[src/rtl/spi_pkg.sv]
// ----------------------------------------------------------------------------
// spi_pkg
// Types and constants shared by the parametrised SPI master.
//   state_e  : transfer FSM states (IDLE/LEAD/XFER/TRAIL)
//   MODE0..3 : SPI modes encoded as {CPOL, CPHA}
//   cs_width : width of a slave-select index for a given chip-select count
// ----------------------------------------------------------------------------
package spi_pkg;

    typedef enum logic [1:0] {
        IDLE,
        LEAD,
        XFER,
        TRAIL
    } state_e;

    localparam logic [1:0] MODE0 = 2'b00;
    localparam logic [1:0] MODE1 = 2'b01;
    localparam logic [1:0] MODE2 = 2'b10;
    localparam logic [1:0] MODE3 = 2'b11;

    // A single slave still needs a one-bit select port.
    function automatic int cs_width(input int num_cs);
        return (num_cs > 1) ? $clog2(num_cs) : 1;
    endfunction

endpackage

[src/rtl/spi_master_param_clk_gen.sv]
// ----------------------------------------------------------------------------
// spi_clk_gen
// Half-period timebase for the SPI master. Counts CLK_DIV system clocks while
// enabled and raises tick_o for one cycle at the end of each half-period.
// The count is held at zero while disabled, so every transfer starts with a
// full half-period.
//   clk, reset : system clock, synchronous active-high reset
//   en_i       : count enable (high outside IDLE)
//   tick_o     : one-cycle pulse every CLK_DIV enabled cycles
// ----------------------------------------------------------------------------
module spi_clk_gen #(
    parameter int CLK_DIV = 4
) (
    input  logic clk,
    input  logic reset,
    input  logic en_i,
    output logic tick_o
);

    localparam int CW = (CLK_DIV > 1) ? $clog2(CLK_DIV) : 1;
    localparam logic [CW-1:0] LAST = CW'(CLK_DIV - 1);

    logic [CW-1:0] cnt_q;

    always_ff @(posedge clk) begin
        if (reset || !en_i) begin
            cnt_q <= '0;
        end else if (cnt_q == LAST) begin
            cnt_q <= '0;
        end else begin
            cnt_q <= cnt_q + CW'(1);
        end
    end

    assign tick_o = en_i && (cnt_q == LAST);

endmodule

[src/rtl/spi_master_param.sv]
// ----------------------------------------------------------------------------
// spi_master_param
// Parametrised full-duplex SPI master (all four CPOL/CPHA modes).
// Optional feature macro: SPI_LSB_FIRST_EN adds the lsb_first input, which
// selects LSB-first shifting per transfer; without it transfers are MSB-first.
//   clk, reset      : system clock, synchronous active-high reset
//   start           : one-cycle request, honoured only in IDLE
//   polarity, phase : CPOL / CPHA, captured at start
//   cs_sel          : slave index, captured at start (out of range = no slave)
//   data_wr         : transmit word, captured at start
//   data_rd         : received word, updated with done
//   busy, done      : transfer in progress / one-cycle completion pulse
//   spi_clk, cs     : SCLK and active-low chip selects
//   mosi, miso      : serial data out / in
// ----------------------------------------------------------------------------
module spi_master_param
    import spi_pkg::*;
#(
    parameter int DATA_W  = 8,
    parameter int CLK_DIV = 4,
    parameter int NUM_CS  = 1,
    parameter int CS_W    = cs_width(NUM_CS)
) (
    input  logic              clk,
    input  logic              reset,
    input  logic              start,
    input  logic              polarity,
    input  logic              phase,
    input  logic [CS_W-1:0]   cs_sel,
    input  logic [DATA_W-1:0] data_wr,
    output logic [DATA_W-1:0] data_rd,
    output logic              busy,
    output logic              done,
    output logic              spi_clk,
    output logic [NUM_CS-1:0] cs,
    output logic              mosi,
    input  logic              miso
`ifdef SPI_LSB_FIRST_EN
    ,
    input  logic              lsb_first
`endif
);

    localparam int CNT_W = $clog2(2 * DATA_W);
    localparam logic [CNT_W-1:0] LAST_EDGE = CNT_W'(2 * DATA_W - 1);

    state_e            state_q;
    logic [CNT_W-1:0]  edge_cnt_q;
    logic              cpha_q;
    logic [DATA_W-1:0] tx_q;
    logic [DATA_W-1:0] rx_q;
    logic [DATA_W-1:0] data_rd_q;
    logic [NUM_CS-1:0] cs_q;
    logic              sclk_q;
    logic              mosi_q;
    logic              busy_q;
    logic              done_q;
    logic              lsb_in;
    logic              lsb_q;
    logic              tick;

    function automatic logic head_bit(input logic [DATA_W-1:0] w, input logic lsb);
        return lsb ? w[0] : w[DATA_W-1];
    endfunction

    function automatic logic [DATA_W-1:0] shift_out(input logic [DATA_W-1:0] w, input logic lsb);
        return lsb ? (w >> 1) : (w << 1);
    endfunction

    // Out-of-range selects match nothing, leaving every chip select high.
    function automatic logic [NUM_CS-1:0] cs_decode(input logic [CS_W-1:0] sel);
        logic [NUM_CS-1:0] v;
        v = '1;
        for (int i = 0; i < NUM_CS; i++) begin
            if (sel == CS_W'(i)) v[i] = 1'b0;
        end
        return v;
    endfunction

`ifdef SPI_LSB_FIRST_EN
    assign lsb_in = lsb_first;
    always_ff @(posedge clk) begin
        if (reset) begin
            lsb_q <= 1'b0;
        end else if (state_q == IDLE && start) begin
            lsb_q <= lsb_first;
        end
    end
`else
    assign lsb_in = 1'b0;
    assign lsb_q  = 1'b0;
`endif

    spi_clk_gen #(.CLK_DIV(CLK_DIV)) u_clk_gen (
        .clk    (clk),
        .reset  (reset),
        .en_i   (state_q != IDLE),
        .tick_o (tick)
    );

    // Even edge indices are leading edges (away from CPOL). CPHA=0 samples on
    // leading and shifts on trailing (the final trailing edge has nothing left
    // to shift); CPHA=1 shifts on leading and samples on trailing.
    logic leading, last_edge, do_sample, do_shift;
    logic [DATA_W-1:0] rx_next;

    assign leading   = ~edge_cnt_q[0];
    assign last_edge = (edge_cnt_q == LAST_EDGE);
    assign do_sample = cpha_q ? ~leading : leading;
    assign do_shift  = cpha_q ? leading : (~leading && !last_edge);
    // LSB-first words enter at the top and move down so bit 0 ends up first.
    assign rx_next   = lsb_q ? {miso, rx_q[DATA_W-1:1]} : {rx_q[DATA_W-2:0], miso};

    // NOTE: every register here uses <= so all updates in a cycle see the
    // pre-edge values; mixing in = would make the order of statements matter.
    always_ff @(posedge clk) begin
        if (reset) begin
            state_q    <= IDLE;
            edge_cnt_q <= '0;
            cpha_q     <= 1'b0;
            tx_q       <= '0;
            rx_q       <= '0;
            data_rd_q  <= '0;
            cs_q       <= '1;
            sclk_q     <= 1'b0;
            mosi_q     <= 1'b0;
            busy_q     <= 1'b0;
            done_q     <= 1'b0;
        end else begin
            done_q <= 1'b0;
            case (state_q)
                IDLE: begin
                    sclk_q <= polarity;
                    if (start) begin
                        state_q    <= LEAD;
                        busy_q     <= 1'b1;
                        cpha_q     <= phase;
                        cs_q       <= cs_decode(cs_sel);
                        edge_cnt_q <= '0;
                        rx_q       <= '0;
                        if (phase) begin
                            tx_q   <= data_wr;
                            mosi_q <= 1'b0;
                        end else begin
                            // CPHA=0 slaves sample on the first edge, so the
                            // first bit must already be on the line.
                            mosi_q <= head_bit(data_wr, lsb_in);
                            tx_q   <= shift_out(data_wr, lsb_in);
                        end
                    end
                end
                LEAD, XFER: begin
                    if (tick) begin
                        sclk_q <= ~sclk_q;
                        if (do_sample) rx_q <= rx_next;
                        if (do_shift) begin
                            mosi_q <= head_bit(tx_q, lsb_q);
                            tx_q   <= shift_out(tx_q, lsb_q);
                        end
                        if (last_edge) begin
                            state_q <= TRAIL;
                        end else begin
                            state_q    <= XFER;
                            edge_cnt_q <= edge_cnt_q + CNT_W'(1);
                        end
                    end
                end
                TRAIL: begin
                    if (tick) begin
                        state_q   <= IDLE;
                        busy_q    <= 1'b0;
                        done_q    <= 1'b1;
                        cs_q      <= '1;
                        data_rd_q <= rx_q;
                    end
                end
                default: state_q <= IDLE;
            endcase
        end
    end

    assign data_rd = data_rd_q;
    assign busy    = busy_q;
    assign done    = done_q;
    assign spi_clk = sclk_q;
    assign cs      = cs_q;
    assign mosi    = mosi_q;

endmodule
[config.mk]
export PLATFORM = sky130hd
export DESIGN_NAME = spi_master_param
export DESIGN_NICKNAME = d
export VERILOG_FILES = /design/src/rtl/spi_pkg.sv /design/src/rtl/spi_master_param_clk_gen.sv /design/src/rtl/spi_master_param.sv
export SDC_FILE = /design/constraint.sdc
export NUM_CORES = 1
export LEC_CHECK = 0
export ABC_AREA = 1
export ABC_CLOCK_PERIOD_IN_PS = 1600
export CAP_MARGIN = 20
export CORE_UTILIZATION = 40
export CTS_CLUSTER_DIAMETER = 60
export DETAILED_ROUTE_END_ITERATION = 10
export PLACE_DENSITY_LB_ADDON = 0.05
export SLEW_MARGIN = 20
export SYNTH_ARGS = -nofsm -noshare
export SYNTH_HDL_FRONTEND = slang
export SYNTH_SLANG_ARGS = --single-unit
[constraint.sdc]
create_clock -name clk -period 1.6 [get_ports clk]
set_input_delay 0.32 -clock clk [delete_from_list [all_inputs] [get_ports clk]]
set_output_delay 0.32 -clock clk [all_outputs]
set_load 0.005 [all_outputs]
==> flow_metrics.env <==
export IMPL_syn_inst=288
export IMPL_cpPeakStageDelay_ns=0.51
export IMPL_worst_pin_slew_ns=0.319
export IMPL_die_area_mm2=0.00527
export IMPL_htreeDepth=2
export IMPL_crit_chain="clkdlybuf4s50_1"
export IMPL_core_mm2=0.00475
export IMPL_hold_violations=0
export IMPL_nFillCells=473
export IMPL_critPathCaptureType="output port"
export IMPL_cts_made_buffers=5
export IMPL_crit_type="reg -> out"
export IMPL_grt_max_degree=20
export IMPL_die_height_um=72.6
export IMPL_arrival_ns=1.16
export IMPL_grt_setup_unrepaired="no"
export IMPL_cts_tree="yes"
export IMPL_cp_start_kind="register"
export IMPL_r2r_slack_ns=0.13
export IMPL_setup_violations=0
export IMPL_grt_use_total=0.187
export IMPL_path_max_fanout=2
export IMPL_max_freq_ghz=0.675
export IMPL_maxCapViolations=0
export IMPL_grt_overflow_total=0
export IMPL_wl_um=4430
export IMPL_hp_class="reg -> reg"
export IMPL_clk_pin_slew_ns=0.08
export IMPL_pre_cts_ws_ns=-0.0592
export IMPL_avgRoutedWirePerCell_um=11.1
export IMPL_ios=28
export IMPL_cts_num_sinks=38
export IMPL_root_buffer="clkbuf_8"
export IMPL_diodes=0
export IMPL_finalCritPeriodShare=0.926
export IMPL_drc=0
export IMPL_drive_gt1_frac=0.177
export IMPL_synth_seq_cells=38
export IMPL_first_iter_violations=80
export IMPL_slew_headroom=0.787
export IMPL_cp_slowest_cell="clkdlybuf4s50_1"
export IMPL_setup_tns_ns=0
export IMPL_critPathTopFamily="buffers and inverters"
export IMPL_worst_slack_ns=0.118
export IMPL_area_delta_synth_final_pct=32.8
export IMPL_rows=25
export IMPL_crit_required_ns=1.28
export IMPL_yosysSeqAreaShare=0.381
export IMPL_synth_warnings=0
export IMPL_dr_pass1_iters=4
export IMPL_portBuffers=27
export IMPL_synth_distinct_cells=25
export IMPL_clkLatencyLatePin_ns=0.29
export IMPL_synth_area_per_cell_um2=6.93
export IMPL_post_route_min_period_ns=1.48
export IMPL_place_congestion=0.759
export IMPL_postRouteAntennaNets=0
export IMPL_vias_per_cell=4.64
export IMPL_synthesis_area_mm2=0.00199
export IMPL_cts_buffer_depth=2
export IMPL_antenna_found_initial=0
export IMPL_fin_total_pwr_mw=2.70
export IMPL_die_x_um=72.6
export IMPL_ir_drop_uv=622
export IMPL_p_leak_nw=1.18
export IMPL_maxSlewViolCount=0
export IMPL_grt_pass1_vias=1668
export IMPL_vias=1854
export IMPL_nets=351
export IMPL_start_util=0.419
export IMPL_fin_skew_ns=0.00549
export IMPL_dp_hpwl_um=3210
export IMPL_grt_pass1_wl_um=7610
export IMPL_powerDensity_mw_per_mm2=1020
export IMPL_status="finished, final reports clean"
export IMPL_syn_num_nets=307
export IMPL_critPathBufInv=1
-- where the power goes --
part / internal (mW) / switching, mW
clock: 0.665 / 0.355
combinational: 0.295 / 0.335
sequential: 1.01 / 0.0438
-- logic make-up after synthesis --
family / Yosys count / share of synthesized area
AOI/OAI and AO/OA: 39 / 0.120
adders and majority gates: 4 / 0.0251
buffers and inverters: 42 / 0.105
and+or+nand+nor: 165 / 0.368
DFF: 38 / 0.381
-- stage by stage --
stage,instances,hold slack (ns),util,area [µm²]
finish,400,0.428,0.557,2650
global route,400,0.469,0.557,2650
CTS,400,0.429,0.554,2630
detailed placement,392,0.411,0.522,2480
global placement,392,0.410,0.522,2480
floorplan,288,0.389,-,1990
-- registers in the layout, indices dropped and copies added (netlist names) --
register	flops
cpha_q	1
state_q	2
rx_q	8
u_clk_gen.cnt_q	2
tx_q	8
busy	1
mosi	1
spi_clk	1
cs	1
data_rd	8
done	1
edge_cnt_q	4
-- cell type report --
type                    count  area (µm²)  area share
repair buffers             50         509       0.192
well taps                  67        83.8      0.0316
inverters                  29         109      0.0411
clock inverters             2        60.1      0.0227
flip-flops and latches     38         763       0.288
clock buffers               6        82.6      0.0312
multi-input cells         208        1040       0.393
-- final timing paths --
kind | start | end | depth (start not counted)
worst max-delay path | busy | busy | 1
worst min-delay path | u_clk_gen.cnt_q[0] | u_clk_gen.cnt_q[0] | 1
worst max register to register | state_q[0] | tx_q[1] | 9
worst min register to register | u_clk_gen.cnt_q[0] | u_clk_gen.cnt_q[0] | 1
-- synth_stat cells (all sizes together) --
library cell  number  area, µm²
dfxtp             38        761
nand4              9       62.6
nand2             88        348
nand3             29        168
or2                1       6.26
buf               10       90.1
a22oi              1       7.51
clkbuf             3       11.3
a21oi             33        203
nor3               1       5.00
o211ai             2       15.0
nor2              37        144
inv               29        109
ha                 4       50.1
o21ai              3       15.0
-- cell usage in the layout (no fill, tap or decap), drive strengths merged --
cell	instances
nand2	88
dfxtp	38
nor2	37
a21oi	33
inv	29
nand3	29
clkdlybuf4s50	27
buf	23
nand4	9
clkbuf	6
ha	4
o21ai	3
o211ai	2
bufinv	2
a22oi	1
or2	1
nor3	1
-- what timing repair did --
| item | CTS | global route |
|---|---|---|
| buffers inserted | 0 | 0 |
| hold buffers | 0 | 0 |
| gates resized for setup | 2 | 4 |
| endpoints found under the setup margin | 21 | 22 |
| pin swaps | 0 | 2 |
-- routing by layer --
metal | share of wire | vias to the layer above | track usage
met5 | 0 | - | 0
met3 | 0.036 | 6 | 0.0456
met1 | 0.52 | 802 | 0.244
li1 | - | 1016 | -
met2 | 0.43 | 30 | 0.300
met4 | 0.014 | 0 | 0.0654
No activity file was read; power rests on OpenSTA's default activity.
